### src/rtl/rd_wait_pkg.sv
// Shared definitions for the rd/ws wait-state read handshake.
// The responder uses them here, and the initiator side uses the same package.
package rd_wait_pkg;

  localparam int AW_DEF  = 4;
  localparam int DW_DEF  = 8;
  localparam int WSW_DEF = 3;

  typedef enum logic [1:0] {
    IDLE = 2'b00,
    WAIT = 2'b01,
    DATA = 2'b10
  } rd_state_e;

endpackage

### src/rtl/rd_resp_mem.sv
// Small register file with one synchronous write port and one asynchronous read port.
module rd_resp_mem #(
  parameter int AW = 4,
  parameter int DW = 8
) (
  input  logic          clk,
  input  logic          we,
  input  logic [AW-1:0] waddr,
  input  logic [DW-1:0] wdata,
  input  logic [AW-1:0] raddr,
  output logic [DW-1:0] rdata
);

  logic [DW-1:0] mem_q [2**AW];

  // NOTE: the storage array has no reset on purpose. Resetting it would
  // force every word into a flop with a reset pin instead of plain storage.
  always_ff @(posedge clk) begin
    if (we) begin
      mem_q[waddr] <= wdata;
    end
  end

  assign rdata = mem_q[raddr];

endmodule

### src/rtl/rd_wait_responder.sv
// Target-side rd/ws responder: inserts cfg_wait wait states, then returns one word with rvalid.
// The FSM, wait counter, captured address and all outputs are registered here.
module rd_wait_responder
  import rd_wait_pkg::*;
#(
  parameter int AW  = AW_DEF,
  parameter int DW  = DW_DEF,
  parameter int WSW = WSW_DEF
) (
  input  logic           clk,
  input  logic           rst,
  input  logic           rd,
  input  logic [AW-1:0]  addr,
  input  logic [WSW-1:0] cfg_wait,
  input  logic           we,
  input  logic [AW-1:0]  waddr,
  input  logic [DW-1:0]  wdata,
  output logic           ws,
  output logic           rvalid,
  output logic [DW-1:0]  rdata,
  output logic           busy
);

  rd_state_e      state_q, state_d;
  logic [WSW-1:0] cnt_q, cnt_d;
  logic [AW-1:0]  addr_q, addr_d;
  logic           ws_q, rvalid_q, busy_q;
  logic [DW-1:0]  rdata_q;

  logic [AW-1:0]  rd_addr;
  logic [DW-1:0]  mem_word;
  logic [DW-1:0]  load_word;

  // NOTE: every signal written in this block gets a default first, so no
  // path through the case leaves a value unassigned and no latch is inferred.
  always_comb begin
    state_d = state_q;
    cnt_d   = cnt_q;
    addr_d  = addr_q;
    unique case (state_q)
      IDLE: begin
        if (rd) begin
          addr_d  = addr;
          cnt_d   = cfg_wait;
          state_d = (cfg_wait == '0) ? DATA : WAIT;
        end
      end
      WAIT: begin
        if (!rd) begin
          state_d = IDLE;
          cnt_d   = '0;
        end else begin
          cnt_d = cnt_q - 1'b1;
          if (cnt_q == WSW'(1)) begin
            state_d = DATA;
          end
        end
      end
      DATA: begin
        state_d = IDLE;
      end
      default: begin
        state_d = IDLE;
        cnt_d   = '0;
      end
    endcase
  end

  // A zero-wait read goes straight from IDLE to DATA, before addr_q holds the address.
  assign rd_addr = (state_q == IDLE) ? addr : addr_q;

  rd_resp_mem #(
    .AW (AW),
    .DW (DW)
  ) u_mem (
    .clk   (clk),
    .we    (we),
    .waddr (waddr),
    .wdata (wdata),
    .raddr (rd_addr),
    .rdata (mem_word)
  );

  // A write that commits on the same edge that enters DATA must show up in the returned word.
  assign load_word = (we && (waddr == rd_addr)) ? wdata : mem_word;

  // NOTE: sequential state uses non-blocking assignments only. All flops
  // then update together from values sampled before the edge.
  always_ff @(posedge clk) begin
    if (rst) begin
      state_q  <= IDLE;
      cnt_q    <= '0;
      addr_q   <= '0;
      ws_q     <= 1'b0;
      rvalid_q <= 1'b0;
      busy_q   <= 1'b0;
      rdata_q  <= '0;
    end else begin
      state_q  <= state_d;
      cnt_q    <= cnt_d;
      addr_q   <= addr_d;
      ws_q     <= (state_d == WAIT);
      rvalid_q <= (state_d == DATA);
      busy_q   <= (state_d != IDLE);
      if (state_d == DATA) begin
        rdata_q <= load_word;
      end
    end
  end

  assign ws     = ws_q;
  assign rvalid = rvalid_q;
  assign busy   = busy_q;
  assign rdata  = rdata_q;

endmodule
### config.mk
export PLATFORM = sky130hd
export DESIGN_NAME = rd_wait_responder
export DESIGN_NICKNAME = d
export VERILOG_FILES = /design/src/rtl/rd_wait_pkg.sv /design/src/rtl/rd_resp_mem.sv /design/src/rtl/rd_wait_responder.sv
export SDC_FILE = /design/constraint.sdc
export NUM_CORES = 1
export LEC_CHECK = 0
export ABC_AREA = 1
export CAP_MARGIN = 20
export CORE_MARGIN = 2
export CORE_UTILIZATION = 55
export CTS_CLUSTER_DIAMETER = 80
export DETAILED_ROUTE_END_ITERATION = 16
export PLACE_DENSITY = 0.76
export SYNTH_ARGS = -nofsm -noshare
export SYNTH_HDL_FRONTEND = slang
export SYNTH_SLANG_ARGS = --single-unit
### constraint.sdc
create_clock -name clk -period 3.5 [get_ports clk]
set_input_delay 0.525 -clock clk [delete_from_list [all_inputs] [get_ports clk]]
set_output_delay 0.525 -clock clk [all_outputs]
set_load 0.01 [all_outputs]
* After elaboration in Yosys (flattened, before gate mapping)
Memories as Yosys holds them, arrays and structs flattened. A register that Yosys moved wholly into a read port is not among the register bits. Cells that the tools add are included.
Word-level totals: output and inout port bits 11, memories kept 1, input bits 23, bits in registers 12, RAM bits 128
Memories:
- u_mem.mem_q | words 16, width 8, rd ports 1, clocked after memory_dff 1, wr ports 1, line rd_resp_mem.sv:14 | logic [DW-1:0] mem_q [2**AW];
Cells by class: equality and inequality tests 6, bitwise operators 1, $add $sub $neg 1, muxes and demuxes 11, reductions and logical operators 5
Operator list (count):
- case mux 3 bit (3 select lines) | 1
- two-way mux 2 bit | 4
- two-way mux 3 bit | 2
- equality test 2 x 1 -> 1 bit, second input constant | 2
- equality test 2 bit, second input constant | 2
- two-way mux 4 bit | 1
- case mux 2 bit (2 select lines) | 1
- AND reduction 2 bit | 2
- equality test 3 x 1 -> 1 bit, second input constant | 1
- logical NOT 3 bit | 1
- subtractor 3 x 1 -> 3 bit, second input constant | 1
- logical NOT 2 bit | 1
- two-way mux 1 bit | 2
- != test 2 bit, second input constant | 1
- nonzero test 2 bit | 1
- NOT 1 bit | 1

* Longest topological paths before layout
Gate-level depths: netlist (run 1).
word-level depth 5, gate-level depth with buffers 13, depth with buffers taken out 12

* Hierarchy
A second synthesis (run 1) with hierarchy kept.
Second synthesis, totals: cells, all modules 714, area, all modules 6817.8 µm²
Modules (own cells, without submodules):
- rd_resp_mem | times used 1, cells an instance 543, area each 5606.6 µm²
- rd_wait_responder | times used 1, cells an instance 171, area each 1211.2 µm²

* Worst setup path before layout (run 1)
Ideal clock, no wire load.
path kind in2reg, start point input addr[0], end point register rdata_q[3], in the netlist rdata[3] (read register of u_mem.mem_q), stages on the path 10, required time 3.381 ns, data arrival time 1.536 ns, library setup time 0.119 ns, slack 1.844 ns, cells stage by stage inv_1 nand2_1 nand2_2 nand2_1 nand3_1 nand3b_1 buf_4 or2_0 nand2_1 a21oi_1
On the way: cells in the longest elaborated chain, start to end 1
Ends and longest elaborated chain:
- from (decl) | line rd_wait_responder.sv:13 | input logic [AW-1:0] addr,
- two-way mux 4 bit | line rd_wait_responder.sv:70 | assign rd_addr = (state_q == IDLE) ? addr : addr_q;
- to (decl) | line rd_wait_responder.sv:28 | logic [DW-1:0] rdata_q;
Every way passes these cells. A chain may end at the register's enable or synchronous reset.

* Worst setup path after layout (run 1)
start point register state_q[0], end point register rdata_q[7], in the netlist rdata[7] (read register of u_mem.mem_q)
On the way: cells in the longest elaborated chain, start to end 4, elaborated cells on any way between the ends 8
Ends and longest elaborated chain:
- from (decl) | line rd_wait_responder.sv:24 | rd_state_e state_q, state_d;
- from (signal assigned) | line rd_wait_responder.sv:99 | state_q <= state_d;
- two-way mux 2 bit | line rd_wait_responder.sv:54 | if (cnt_q == WSW'(1)) begin
- two-way mux 2 bit | line rd_wait_responder.sv:49 | if (!rd) begin
- case mux 2 bit (2 select lines) | line rd_wait_responder.sv:40 | unique case (state_q)
- equality test 2 bit | line rd_wait_responder.sv:105 | if (state_d == DATA) begin
Several ways; a longest one is shown, not always the timed one.

==> run metrics, run 1 <==
R2R setup slack between 1 and 1.5 ns; sw frac between 20% and 30%; DR vias/cell ~5.5; Slew HR 33.18%; CTS sink count ~150; initial antenna violation count 0; share of power burned in combinational logic between 10% and 20%; Antenna Violating Nets Remaining 0; overflow left after global routing 0; area grow syn2layout 16.10%; Vias approximately 4900; post-route setup TNS 0 ns; Internal 0.003240 W; final wirelength 15870 microns; GRT Util Overall a little over a quarter; post-route total power 0.004305 W; syn avg cell area a little under 10 sq um; Worst Tran Pin Value about 1.0 ns; Placeable Area 11910 sq um; Pwr Density 559.4 nW/um^2; post-synthesis register bit count around 150; Setup Viol. Count Final 0; worst-path maximum fanout 28; uppermost layer routed met4; Switch Pwr ~0.0011 W; crit path launch state_q[0]$_SDFF_PP0_; Metal-1 WL ~6800 microns; R2R depth 10; sequential share of power 46.0%; Syn Nets roughly 700; row cnt 40; post-synthesis sequential area ratio 64.02%; RSZ-0062 raised after global routing no; Post-Place Cells approximately 850; crit path time final ~2.5 ns; worst path arrival time ~2.8 ns; WHS 0.4888 ns; Die W ~110 microns; Final Skew approximately 0.0064 ns; CTS clock-pin slew for the worst setup and hold paths roughly 0.060 ns; GP Congestion 0.9116; Worst-Skew Late Latency ~0.42 ns; synth warn 0; Final period util 70.76%; DR WL/cell 17.92 microns; most common cell after layout, fill and taps aside nand2_1; post-route DRC violation count 0; Port Buf Inserts 33; Clock Tree Buf Depth 2; Root Driver clkbuf_16; # Max-Cap Violations 0; Fin. Hold Viols 0; maximum vdd ir drop around 0.28 mV; first-pass GRT wire length around 25000 microns; I/O Pins 34; Slew Viols, Final 0; r2r startpoint state_q[0]$_SDFF_PP0_; post-cts resize count 0; Mapped Area 6629 sq um; Worst R2R End rdata[7]$_SDFFE_PP0N_; drt initial violations about 510; Diodes inserted 0; drt first pass iters 6; final net count 751; CTS tree done; post-DP HPWL 10570 microns; DIE AREA approximately 13000 sq um; H-tree depth 4; CP Capture Point rdata[7]$_SDFFE_PP0N_; Lkg Pwr 3.268 nW; non-filler cells, final 886; post-CTS setup repair buffer count 0; vias in the first global route 4744; worst endpoint required time about 3.8 ns; Multi-input gate area between 1500 and 2000 sq um; metal2 WL 7510 microns; Max Clk Rate about 400 MHz; Clk pwr share 41.9%; register area ~4200 sq um; Worst Hold Class reg -> reg; Netlist cell types 33; WS Path Type reg -> reg; initial core utilization 55.65%; Die H around 110 microns; TritonCTS Buffers 17; Final Core Density between 60% and 70%; Worst Setup Start Kind flop; most frequent cells in the layout nand2_1 (157), nand3_1 (134), edfxtp_1 (128); Post-Syn Instances 688; hold buffers post-CTS 0; outcome complete, no violations; Critical Path End Type flop; layout cells sized above 1 roughly 7.7%; largest net degree at the start of global routing 33; fillcell total around 930; met3 WL 1309 microns
[layer usage]
metal  vias to the layer above  track usage (%)
met3                        25            5.632
li1                       2328                -
met1                      2301            35.91
met2                       227            41.76
met4                         0            9.593
met5                         -                0
[metrics by stage]
step	cell area (sq um)	setup slack, ns
after floorplan	6629	1.844
after global placement	7108	0.7044
after detailed placement	7108	0.6437
after CTS	7696	1.055
after global routing	7696	0.7615
final	7696	1.023
[cell type report]
class	count	area share (%)
clock inverter	15	2.113
inverter	127	6.194
tap	147	2.390
multi-input combinational	386	23.07
timing repair buffer	46	5.560
sequential	148	55.15
clock buffer	17	5.528
[worst min path at each step]
stage                                        to             startpoint  cells after the start  slack, ns
after global routing      cnt_q[1]$_SDFFE_PP0P_  cnt_q[1]$_SDFFE_PP0P_                      2       0.52
after CTS                 cnt_q[2]$_SDFFE_PP0P_  cnt_q[2]$_SDFFE_PP0P_                      2       0.49
final                     cnt_q[1]$_SDFFE_PP0P_  cnt_q[1]$_SDFFE_PP0P_                      2       0.49
after global placement    cnt_q[1]$_SDFFE_PP0P_  cnt_q[1]$_SDFFE_PP0P_                      2       0.46
after detailed placement  cnt_q[2]$_SDFFE_PP0P_  cnt_q[2]$_SDFFE_PP0P_                      2       0.48
after floorplan           cnt_q[1]$_SDFFE_PP0P_  cnt_q[1]$_SDFFE_PP0P_                      2       0.44
[power by group through the flow]
stage                     clock network, W  registers (W)  logic (W)
after floorplan                          0        0.00202   0.000320
after global placement                   0        0.00201   0.000502
after detailed placement                 0        0.00202   0.000511
after CTS                          0.00182        0.00198   0.000515
after global routing               0.00190        0.00198   0.000571
final                              0.00181        0.00198   0.000520
[critical path, cell delays in order, from the launching register on]
cell and delay [ns]:
dfxtp_1 0.35, inv_2 0.08, nand2_2 0.12, nand2_1 0.20
nand2_2 0.37, nand2_1 0.22, nand3_1 0.08, nand3b_1 0.40
or2_2 0.40, nand2_1 0.07, a21oi_1 0.05
[registers in the layout, summed over array words and instances, names as in the netlist]
name and cells:
ws 1, cnt_q 3, busy 1, rvalid 1, rdata 8, addr_q 4, state_q 2, u_mem.mem_q 128
[cells in the mapped netlist (all sizes together)]
master	instances	area [sq um]
a211oi	1	7.510
inv	126	473.0
ha	2	25.02
a221oi	1	8.760
clkinv	1	3.750
buf	20	110.1
a21oi	12	60.06
nand3b	1	7.510
nand3	134	670.6
dfxtp	20	400.4
clkbuf	7	26.28
a21boi	1	7.510
a22oi	1	7.510
nand2	164	638.1
nor2	33	131.4
o21ai	23	118.9
o211ai	3	22.52
xnor2	1	8.760
or2	5	31.28
edfxtp	128	3844
xor2	1	8.760
nor3	1	5.000
o22ai	2	12.51
[logic make-up after synthesis]
kind of cell / synth area share (%)
simple gates: 22.39
compound gates: 3.700
xor+xnor: 0.2643
fa+ha+maj: 0.3774
flops: 64.02
buf+inv: 9.249
Power figures use the tool's default switching activity.
==> inputs of run 2 (changes only) <==
--- a/config.mk
+++ b/config.mk
@@ -8,10 +8,10 @@
 export ABC_AREA = 1
 export CAP_MARGIN = 20
 export CORE_MARGIN = 2
-export CORE_UTILIZATION = 55
+export CORE_UTILIZATION = 54
 export CTS_CLUSTER_DIAMETER = 80
 export DETAILED_ROUTE_END_ITERATION = 16
-export PLACE_DENSITY = 0.76
+export PLACE_DENSITY = 0.78
 export SYNTH_ARGS = -nofsm -noshare
 export SYNTH_HDL_FRONTEND = slang
 export SYNTH_SLANG_ARGS = --single-unit
==> constraint.sdc (replaced) <==
create_clock -name clk -period 2.13 [get_ports clk]
set_input_delay 0.3195 -clock clk [delete_from_list [all_inputs] [get_ports clk]]
set_output_delay 0.3195 -clock clk [all_outputs]
set_load 0.01 [all_outputs]
==> run metrics, run 2 (same netlist as run 1, synthesis figures left out) <==
worst-path maximum fanout 12 (was 28); TritonCTS Buffers 17 (unchanged); Root Driver clkbuf_16 (unchanged); Worst Setup Start Kind flop (unchanged); I/O Pins 34 (unchanged); worst path arrival time 2.30 ns (was 2.77 ns); Critical Path End Type flop (unchanged); RSZ-0062 raised after global routing no (unchanged); most common cell after layout, fill and taps aside nand2_1 (unchanged); initial core utilization 55.19% (was 55.65%); Die W 114.8 microns (was 113.8 microns); Placeable Area 12010 sq um (was 11910 sq um); crit path time final 1.946 ns (was 2.477 ns); Clock Tree Buf Depth 2 (unchanged); pre-CTS WS -0.09982 ns (was 0.6437 ns); Lkg Pwr 3.462 nW (was 3.268 nW); fin worst setup slack 0.1844 ns (was 1.023 ns); Multi-input gate area 1793 sq um (was 1775 sq um); register area 4245 sq um (was 4244 sq um); first-pass GRT wire length 26030 microns (was 25090 microns); post-DP HPWL 10770 microns (was 10570 microns); Port Buf Inserts 33 (unchanged); Pwr Density 904.5 nW/um^2 (was 559.4 nW/um^2); vias in the first global route 5052 (was 4744); uppermost layer routed met4 (unchanged); hold buffers post-CTS 0 (unchanged); maximum vdd ir drop 0.7642 mV (was 0.2845 mV); met3 WL 1682 microns (was 1309 microns); CTS sink count 148 (unchanged); Fin. Hold Viols 0 (unchanged); Diodes inserted 0 (unchanged); CTS clock-pin slew for the worst setup and hold paths 0.06 ns (about the same); GRT Util Overall 27.04% (was 26.20%); metal2 WL 8116 microns (was 7510 microns); drt first pass iters 5 (was 6); outcome complete, no violations (unchanged); Slew HR 66.71% (was 33.18%); Setup Viol. Count Final 0 (unchanged); DR vias/cell 5.681 (was 5.509); DR WL/cell 18.53 microns (was 17.92 microns); Die H 114.8 microns (was 113.8 microns); GP Congestion 0.9140 (was 0.9116); DIE AREA 13180 sq um (was 12950 sq um); area grow syn2layout 21.25% (was 16.10%); Slew Viols, Final 0 (unchanged); drt initial violations 647 (was 513); Worst Hold Class reg -> reg (unchanged); max reg flops 128 (unchanged); final wirelength 17030 microns (was 15870 microns); Vias 5221 (was 4881); # Max-Cap Violations 0 (unchanged); Worst-Skew Late Latency 0.43 ns (was 0.42 ns); Metal-1 WL 6506 microns (was 6750 microns); H-tree depth 4 (unchanged); Final Skew 0.01035 ns (was 0.006441 ns); post-route total power 0.007270 W (was 0.004305 W); fillcell total 888 (was 926); WS Path Type reg -> reg (unchanged); Final Cell Area 8038 sq um (was 7696 sq um); final net count 784 (was 751); Post-DP Area 7371 sq um (was 7108 sq um); register bank with the most flops u_mem.mem_q (unchanged); Antenna Violating Nets Remaining 0 (unchanged); worst endpoint required time 2.49 ns (was 3.80 ns); row cnt 40 (unchanged); initial antenna violation count 0 (unchanged); largest net degree at the start of global routing 50 (was 33); most frequent cells in the layout nand2_1 (156), nand3_1 (134), edfxtp_1 (128) (was nand2_1 (157), nand3_1 (134), edfxtp_1 (128)); CTS tree done (unchanged); Final period util 91.34% (was 70.76%); Worst Tran Pin Value 0.4987 ns (was 0.9986 ns); layout cells sized above 1 11.66% (was 7.713%); Max Clk Rate 514.0 MHz (was 403.8 MHz); post-route DRC violation count 0 (unchanged); overflow left after global routing 0 (unchanged); post-route setup TNS 0 ns (unchanged)
[run 2: metal layers]
metal | GRT usage [%] | up-vias
met5 | 0 | -
met4 | 13.65 | 0
met3 | 6.695 | 69
met2 | 44.10 | 330
met1 | 33.93 | 2418
li1 | - | 2404
[run 2: area by class of cell]
cell class,instances,area share [%]
multi-input combinational,387,22.31
timing repair buffer,78,9.091
clock inverter,12,2.008
clock buffer,20,5.557
tap,147,2.288
inverter,127,5.931
sequential,148,52.82
[run 2: report_power, final]
group | total, W | switching [W] | internal (W)
Sequential | 0.00326 | 0.0000307 | 0.00322
Combinational | 0.000944 | 0.000611 | 0.000333
Clock | 0.00307 | 0.00110 | 0.00197
Total | 0.00727 | 0.00174 | 0.00553
[run 2: what timing repair did]
item                                    CTS  global route
setup buffers                             0             1
resized for setup                         0             6
endpoints found under the setup margin    0             8
[run 2: critical path: stages, from the launching register on]
cell	delay, ns
dfxtp_2	0.34
nor2_4	0.25
nand2_1	0.08
nand2_1	0.13
buf_4	0.21
clkinv_1	0.30
nand3_1	0.18
nand3_1	0.11
nand2_1	0.10
nand2_1	0.06
a21oi_1	0.11
[run 2: per-stage QoR]
stage / std cells / hold slack, ns / util (%)
after floorplan: 688 / 0.4184 / -
after global placement: 884 / 0.4561 / 61.36
after detailed placement: 884 / 0.4575 / 61.36
after CTS: 916 / 0.4661 / 66.43
after global routing: 919 / 0.5049 / 66.92
final: 919 / 0.4685 / 66.92
[run 2: path summary, 6_finish.rpt]
path / startpoint / end / slack (ns) / depth (start not counted)
setup / recovery: state_q[1]$_SDFF_PP0_ / rdata[5]$_SDFFE_PP0N_ / 0.18 / 10
hold / removal: cnt_q[1]$_SDFFE_PP0P_ / cnt_q[1]$_SDFFE_PP0P_ / 0.47 / 2
setup reg to reg: state_q[1]$_SDFF_PP0_ / rdata[5]$_SDFFE_PP0N_ / 0.18 / 10
hold reg to reg: cnt_q[1]$_SDFFE_PP0P_ / cnt_q[1]$_SDFFE_PP0P_ / 0.47 / 2
